===== src/rtl/hsv_pkg.sv =====
// Shared constants and FSM encoding for the HSV hue histogram block.
package hsv_pkg;

  localparam int          NUM_BINS = 12;
  localparam int          BIN_DEG  = 30;
  localparam logic [8:0]  HUE_MAX  = 9'd359;
  localparam logic [3:0]  LAST_BIN = 4'd11;

  typedef enum logic [1:0] {
    IDLE  = 2'd0,
    ACCUM = 2'd1,
    DUMP  = 2'd2
  } state_e;

endpackage


===== src/rtl/hue_bin_sel.sv =====
// Combinational hue-to-bin mapper: a comparator chain over the 30-degree bin edges.
module hue_bin_sel
  import hsv_pkg::*;
(
  input  logic [8:0] h_i,
  output logic [3:0] bin_o,
  output logic       in_range_o
);

  assign in_range_o = (h_i <= HUE_MAX);

  // Highest lower edge not exceeding h wins; out-of-range hues are flagged, not binned.
  always_comb begin
    bin_o = 4'd0;
    for (int k = 1; k < NUM_BINS; k++) begin
      if (h_i >= 9'(k * BIN_DEG)) bin_o = 4'(k);
    end
  end

endmodule


===== src/rtl/hsv_hue_histogram.sv =====
// Per-frame 12-bin hue histogram of sufficiently saturated/bright pixels, dumped
// bin by bin over a valid/ready stream after the last pixel of each frame.
module hsv_hue_histogram
  import hsv_pkg::*;
#(
  parameter logic [7:0] S_MIN = 8'd20,
  parameter logic [7:0] V_MIN = 8'd20,
  parameter int         CNT_W = 20
) (
  input  logic             clk,
  input  logic             rst,
  input  logic [8:0]       h,
  input  logic [7:0]       s,
  input  logic [7:0]       v,
  input  logic             in_valid,
  input  logic             sof,
  input  logic             eof,
  output logic             in_ready,
  output logic             out_valid,
  input  logic             out_ready,
  output logic [3:0]       bin_idx,
  output logic [CNT_W-1:0] bin_count,
  output logic             out_last,
  output logic [15:0]      drop_cnt,
  output state_e           dbg_state_o
);

  // Handshakes: a transfer happens on a rising edge where valid && ready are both 1;
  // the producer holds its payload stable while valid=1 and ready=0.

  state_e           state_q;
  logic [3:0]       rd_idx_q;
  logic [15:0]      drop_q;
  logic [CNT_W-1:0] bins_q [NUM_BINS];

  logic [3:0]       sel_bin;
  logic             in_range;
  logic             accept;
  logic             pix_ok;
  logic             pix_drop;
  logic [CNT_W-1:0] bin_inc_d;
  logic [15:0]      drop_inc_d;

  hue_bin_sel u_sel (
    .h_i        (h),
    .bin_o      (sel_bin),
    .in_range_o (in_range)
  );

  assign accept   = in_valid && (state_q != DUMP);
  assign pix_ok   = in_range && (s >= S_MIN) && (v >= V_MIN);
  assign pix_drop = !in_range;

  always_comb begin
    bin_inc_d  = bins_q[sel_bin];
    drop_inc_d = drop_q;
    if (bins_q[sel_bin] != {CNT_W{1'b1}}) bin_inc_d = bins_q[sel_bin] + 1'b1;
    if (drop_q != 16'hFFFF) drop_inc_d = drop_q + 16'd1;
  end

  always_ff @(posedge clk) begin
    if (!rst) begin
      state_q  <= IDLE;
      rd_idx_q <= 4'd0;
      drop_q   <= 16'd0;
      for (int i = 0; i < NUM_BINS; i++) bins_q[i] <= '0;
    end else begin
      case (state_q)
        IDLE, ACCUM: begin
          if (accept && (sof || state_q == ACCUM)) begin
            if (sof) begin
              // New frame: clear everything, then count this first pixel on top.
              for (int i = 0; i < NUM_BINS; i++) bins_q[i] <= '0;
              drop_q <= pix_drop ? 16'd1 : 16'd0;
              if (pix_ok) bins_q[sel_bin] <= CNT_W'(1);
            end else begin
              if (pix_ok)   bins_q[sel_bin] <= bin_inc_d;
              if (pix_drop) drop_q          <= drop_inc_d;
            end
            rd_idx_q <= 4'd0;
            state_q  <= eof ? DUMP : ACCUM;
          end
        end
        DUMP: begin
          if (out_ready) begin
            if (rd_idx_q == LAST_BIN) begin
              rd_idx_q <= 4'd0;
              state_q  <= IDLE;
            end else begin
              rd_idx_q <= rd_idx_q + 4'd1;
            end
          end
        end
        default: state_q <= IDLE;
      endcase
    end
  end

  assign in_ready    = (state_q != DUMP);
  assign out_valid   = (state_q == DUMP);
  assign bin_idx     = out_valid ? rd_idx_q : 4'd0;
  assign bin_count   = out_valid ? bins_q[rd_idx_q] : '0;
  assign out_last    = out_valid && (rd_idx_q == LAST_BIN);
  assign drop_cnt    = drop_q;
  assign dbg_state_o = state_q;

endmodule


===== config.mk =====
export PLATFORM = sky130hd
export DESIGN_NAME = hsv_hue_histogram
export DESIGN_NICKNAME = d
export VERILOG_FILES = /design/src/rtl/hsv_pkg.sv /design/src/rtl/hue_bin_sel.sv /design/src/rtl/hsv_hue_histogram.sv
export SDC_FILE = /design/constraint.sdc
export NUM_CORES = 1
export LEC_CHECK = 0
export CAP_MARGIN = 5
export CORE_ASPECT_RATIO = 2
export CORE_MARGIN = 5
export CORE_UTILIZATION = 60
export DETAILED_ROUTE_END_ITERATION = 7
export PLACE_DENSITY = 0.89
export SLEW_MARGIN = 40
export SYNTH_ARGS = -nofsm -noshare
export SYNTH_HDL_FRONTEND = slang
export SYNTH_HIERARCHICAL = 1
export SYNTH_SLANG_ARGS = --single-unit
export TNS_END_PERCENT = 30

===== constraint.sdc =====
create_clock -name clk -period 6.61 [get_ports clk]
set_clock_uncertainty 0.15 [all_clocks]
set_input_delay 1.322 -clock clk [delete_from_list [all_inputs] [get_ports clk]]
set_output_delay 1.322 -clock clk [all_outputs]
set_load 0.005 [all_outputs]

==> qor.yml <==
pwr:
  p_total_mw: 4.780
  power_density_nw_per_um2: 237.1
  p_leak_nw: 6.909
  peakVddDrop_uv: 218.5
drt:
  wl_per_cell_um: 31.56
  drc: 0
  drtPass1Iterations: 8
  drt_iter0_drc: 2031
  avgViaCountPerCell: 7.439
  finalWirelength_mm: 53.62
  drtAntennaViolNets: 0
  num_vias: 12640
floorplan:
  die_h_um: 254.5
  ioPinCount: 76
  core-area_um2: 29510
  die-width_um: 132.3
  num_rows: 89
  start_util: 0.6079
  dieArea_um2: 33670
timing:
  setup-violations-final: 0
  clock.fmax_ghz: 0.1665
  hold_viol: 0
  rsz0062_at_grt: "no"
  setup_tns_ns: 0
  drv_slew: 0
  period_share: 0.9089
  finalCriticalPeriod_ns: 6.008
  tightestPinTransition_ns: 0.8603
  slew_headroom: 0.4251
synthesis:
  seq_area_frac_synth: 0.5647
  synth-edff-count: 320
  ys_types: 65
  synthTopCellsByArea: "edfxtp_1 54%, mux4_2 22%, nor2_1 6.0%"
  synth_ff_type: "edfxtp_1"
  syn_area_um2: 17940
  ys_ff_latch: 346
  syn_avg_cell_area_um2: 14.59
  synth_most_common_cell: "edfxtp_1"
  async_flop_share: 0
  yosysWarnings: 6
  yosys.area.top_type: "edfxtp_1"
  yosys-top-cells-count: "320 x edfxtp_1, 287 x nor2_1, 177 x mux4_2"
  synth_nets: 1264
  syn_inst: 1230
  synth_top_area_share: 0.5356
clocking:
  post_cts_buffers: 0
  clock_path_buffers: 3
  clk_pin_slew_worst_paths_ns: 0.07
  cts_tree: "built"
  cts_root_buffer: "clkbuf_16"
  insertion_delay_ns: 0.60
  clock_sinks: 346
  cts_buffers: 29
  ctsResizeCount: 0
  htreeDepth: 1
  cts_hold_buf: 0
grt:
  grt_antenna_before_repair: 0
  track_usage: 0.3210
  grt_pass1_vias: 13390
  grt_start_max_net_pins: 39
  overflow: 0
  grt_pass1_wl_mm: 80.54
cells_and_area:
  drive_gt1_frac: 0.2547
  nets: 1350
  num_antenna_cells: 0
  syn_to_final_growth_pct: 12.38
worst_setup_path:
  rr_startpoint: "dbg_state_o[0]"
  critical_path_arrival_ns: 6.19
  crit_type: "input pin to flop"
  cp_max_fo: 13
  worstSetupStartpointType: "input pin"
  r2r_slack_ns: 3.17
  startpoint: "h[6]"
  cp.required_ns: 6.79
  cp-end-kind: "flop"
run:
  cap_violations: 0
min_path:
  worstHoldStart: "dbg_state_o[1]"
  hp-class: "flop to flop"
placement:
  post-dp-hpwl_mm: 34.64
  io_buffers: 70
  place.gp.congestion: 0.9377
run_status:
  status: "completed"
final cells by class:
type,instances,area [um2]
Clock inverter,9,57.56
Timing Repair Buffer,156,1484
Tap cell,364,455.4
Multi-Input combinational cell,774,7222
Inverter,9,33.78
Fill cell,1752,9349
Clock buffer,41,770.7
Sequential cell,346,10140
stage by stage:
step / instances / hold WS, ns / util / setup WS, ns / area, um2
5_1_grt: 1699 / 0.4040 / 0.6832 / 0.5066 / 20160
3_3_place_gp: 1646 / 0.3390 / 0.6529 / 0.4235 / 19270
2_1_floorplan: 1230 / 0.3199 / - / 1.201 / 17940
4_1_cts: 1697 / 0.3751 / 0.6817 / 0.7934 / 20120
3_5_place_dp: 1647 / 0.3661 / 0.6537 / 0.2605 / 19290
6_report: 1699 / 0.3693 / 0.6832 / 0.6024 / 20160
worst paths after layout:
check / depth (start not counted) / to
setup / recovery: 15 / bins_q[12][7]
setup reg to reg: 7 / bins_q[6][13]
hold / removal: 1 / dbg_state_o[0]
hold reg to reg: 1 / dbg_state_o[0]
cells by family after synthesis:
| logic type | count (synthesis) | synth area share |
|---|---|---|
| and+or+nand+nor | 469 | 0.1165 |
| DFF | 346 | 0.5647 |
| muxes | 186 | 0.2320 |
| buffers and inverters | 110 | 0.03606 |
| AOI/OAI and AO/OA | 90 | 0.03578 |
| xor gates and xnor gates | 24 | 0.01172 |
| adders and majority gates | 5 | 0.003209 |
layout by cell type (no fill, tap or decap), types with 5 or more instances in the layout:
cell type | synthesis | routed
and4_1 | 5 | 5
nand2b_1 | 5 | 5
buf_4 | 10 | 75
mux4_2 | 177 | 177
a21oi_1 | 7 | 6
buf_12 | 3 | 11
mux4_1 | 5 | 5
clkbuf_1 | 37 | 12
clkbuf_16 | 0 | 29
nand3_1 | 24 | 24
a22oi_1 | 35 | 35
nor3_1 | 6 | 5
o21ai_0 | 17 | 17
dfxtp_1 | 26 | 24
and2_1 | 36 | 36
nand2_1 | 59 | 56
edfxtp_1 | 320 | 320
nor2_1 | 287 | 285
clkdlybuf4s50_1 | 0 | 70
nand4_1 | 8 | 8
and3_1 | 6 | 6
inv_1 | 8 | 7
nor2_2 | 11 | 13
xor2_1 | 20 | 20
power breakdown:
| part | switching, mW | total (mW) | internal [mW] |
|---|---|---|---|
| clock | 0.786 | 1.60 | 0.812 |
| sequential | 0.0466 | 2.51 | 2.46 |
| combinational | 0.394 | 0.672 | 0.278 |
| total | 1.23 | 4.78 | 3.55 |
critical path, cell delays in order:
cell and delay [ns]:
clkdlybuf4s50_1 0.65, maj3_1 0.27, a31oi_1 0.10, or4_1 0.55, o311ai_4 0.16, buf_4 0.28, buf_4 0.19, mux4_1 0.56
mux4_2 0.58, and3_1 0.28, nand4_2 0.29, o21ai_1 0.12, xor2_1 0.41, buf_4 0.29, nor2_1 0.10
state kept, by name, summed over array words and instances, names as in the netlist, named ones only:
register and count:
rd_idx_q 4, dbg_state_o 2, drop_cnt 16, bins_q 320
metal layers:
metal | vias up | global-route usage | wire length, um | share of wire
met2 | 1224 | 0.5299 | 26350 | 0.49
met4 | 0 | 0.2437 | 5228 | 0.098
met5 | - | 0 | 0 | 0
met1 | 6095 | 0.3631 | 14960 | 0.28
met3 | 390 | 0.07402 | 7087 | 0.13
li1 | 4930 | - | - | -
No activity file was read; power rests on OpenSTA's default activity.
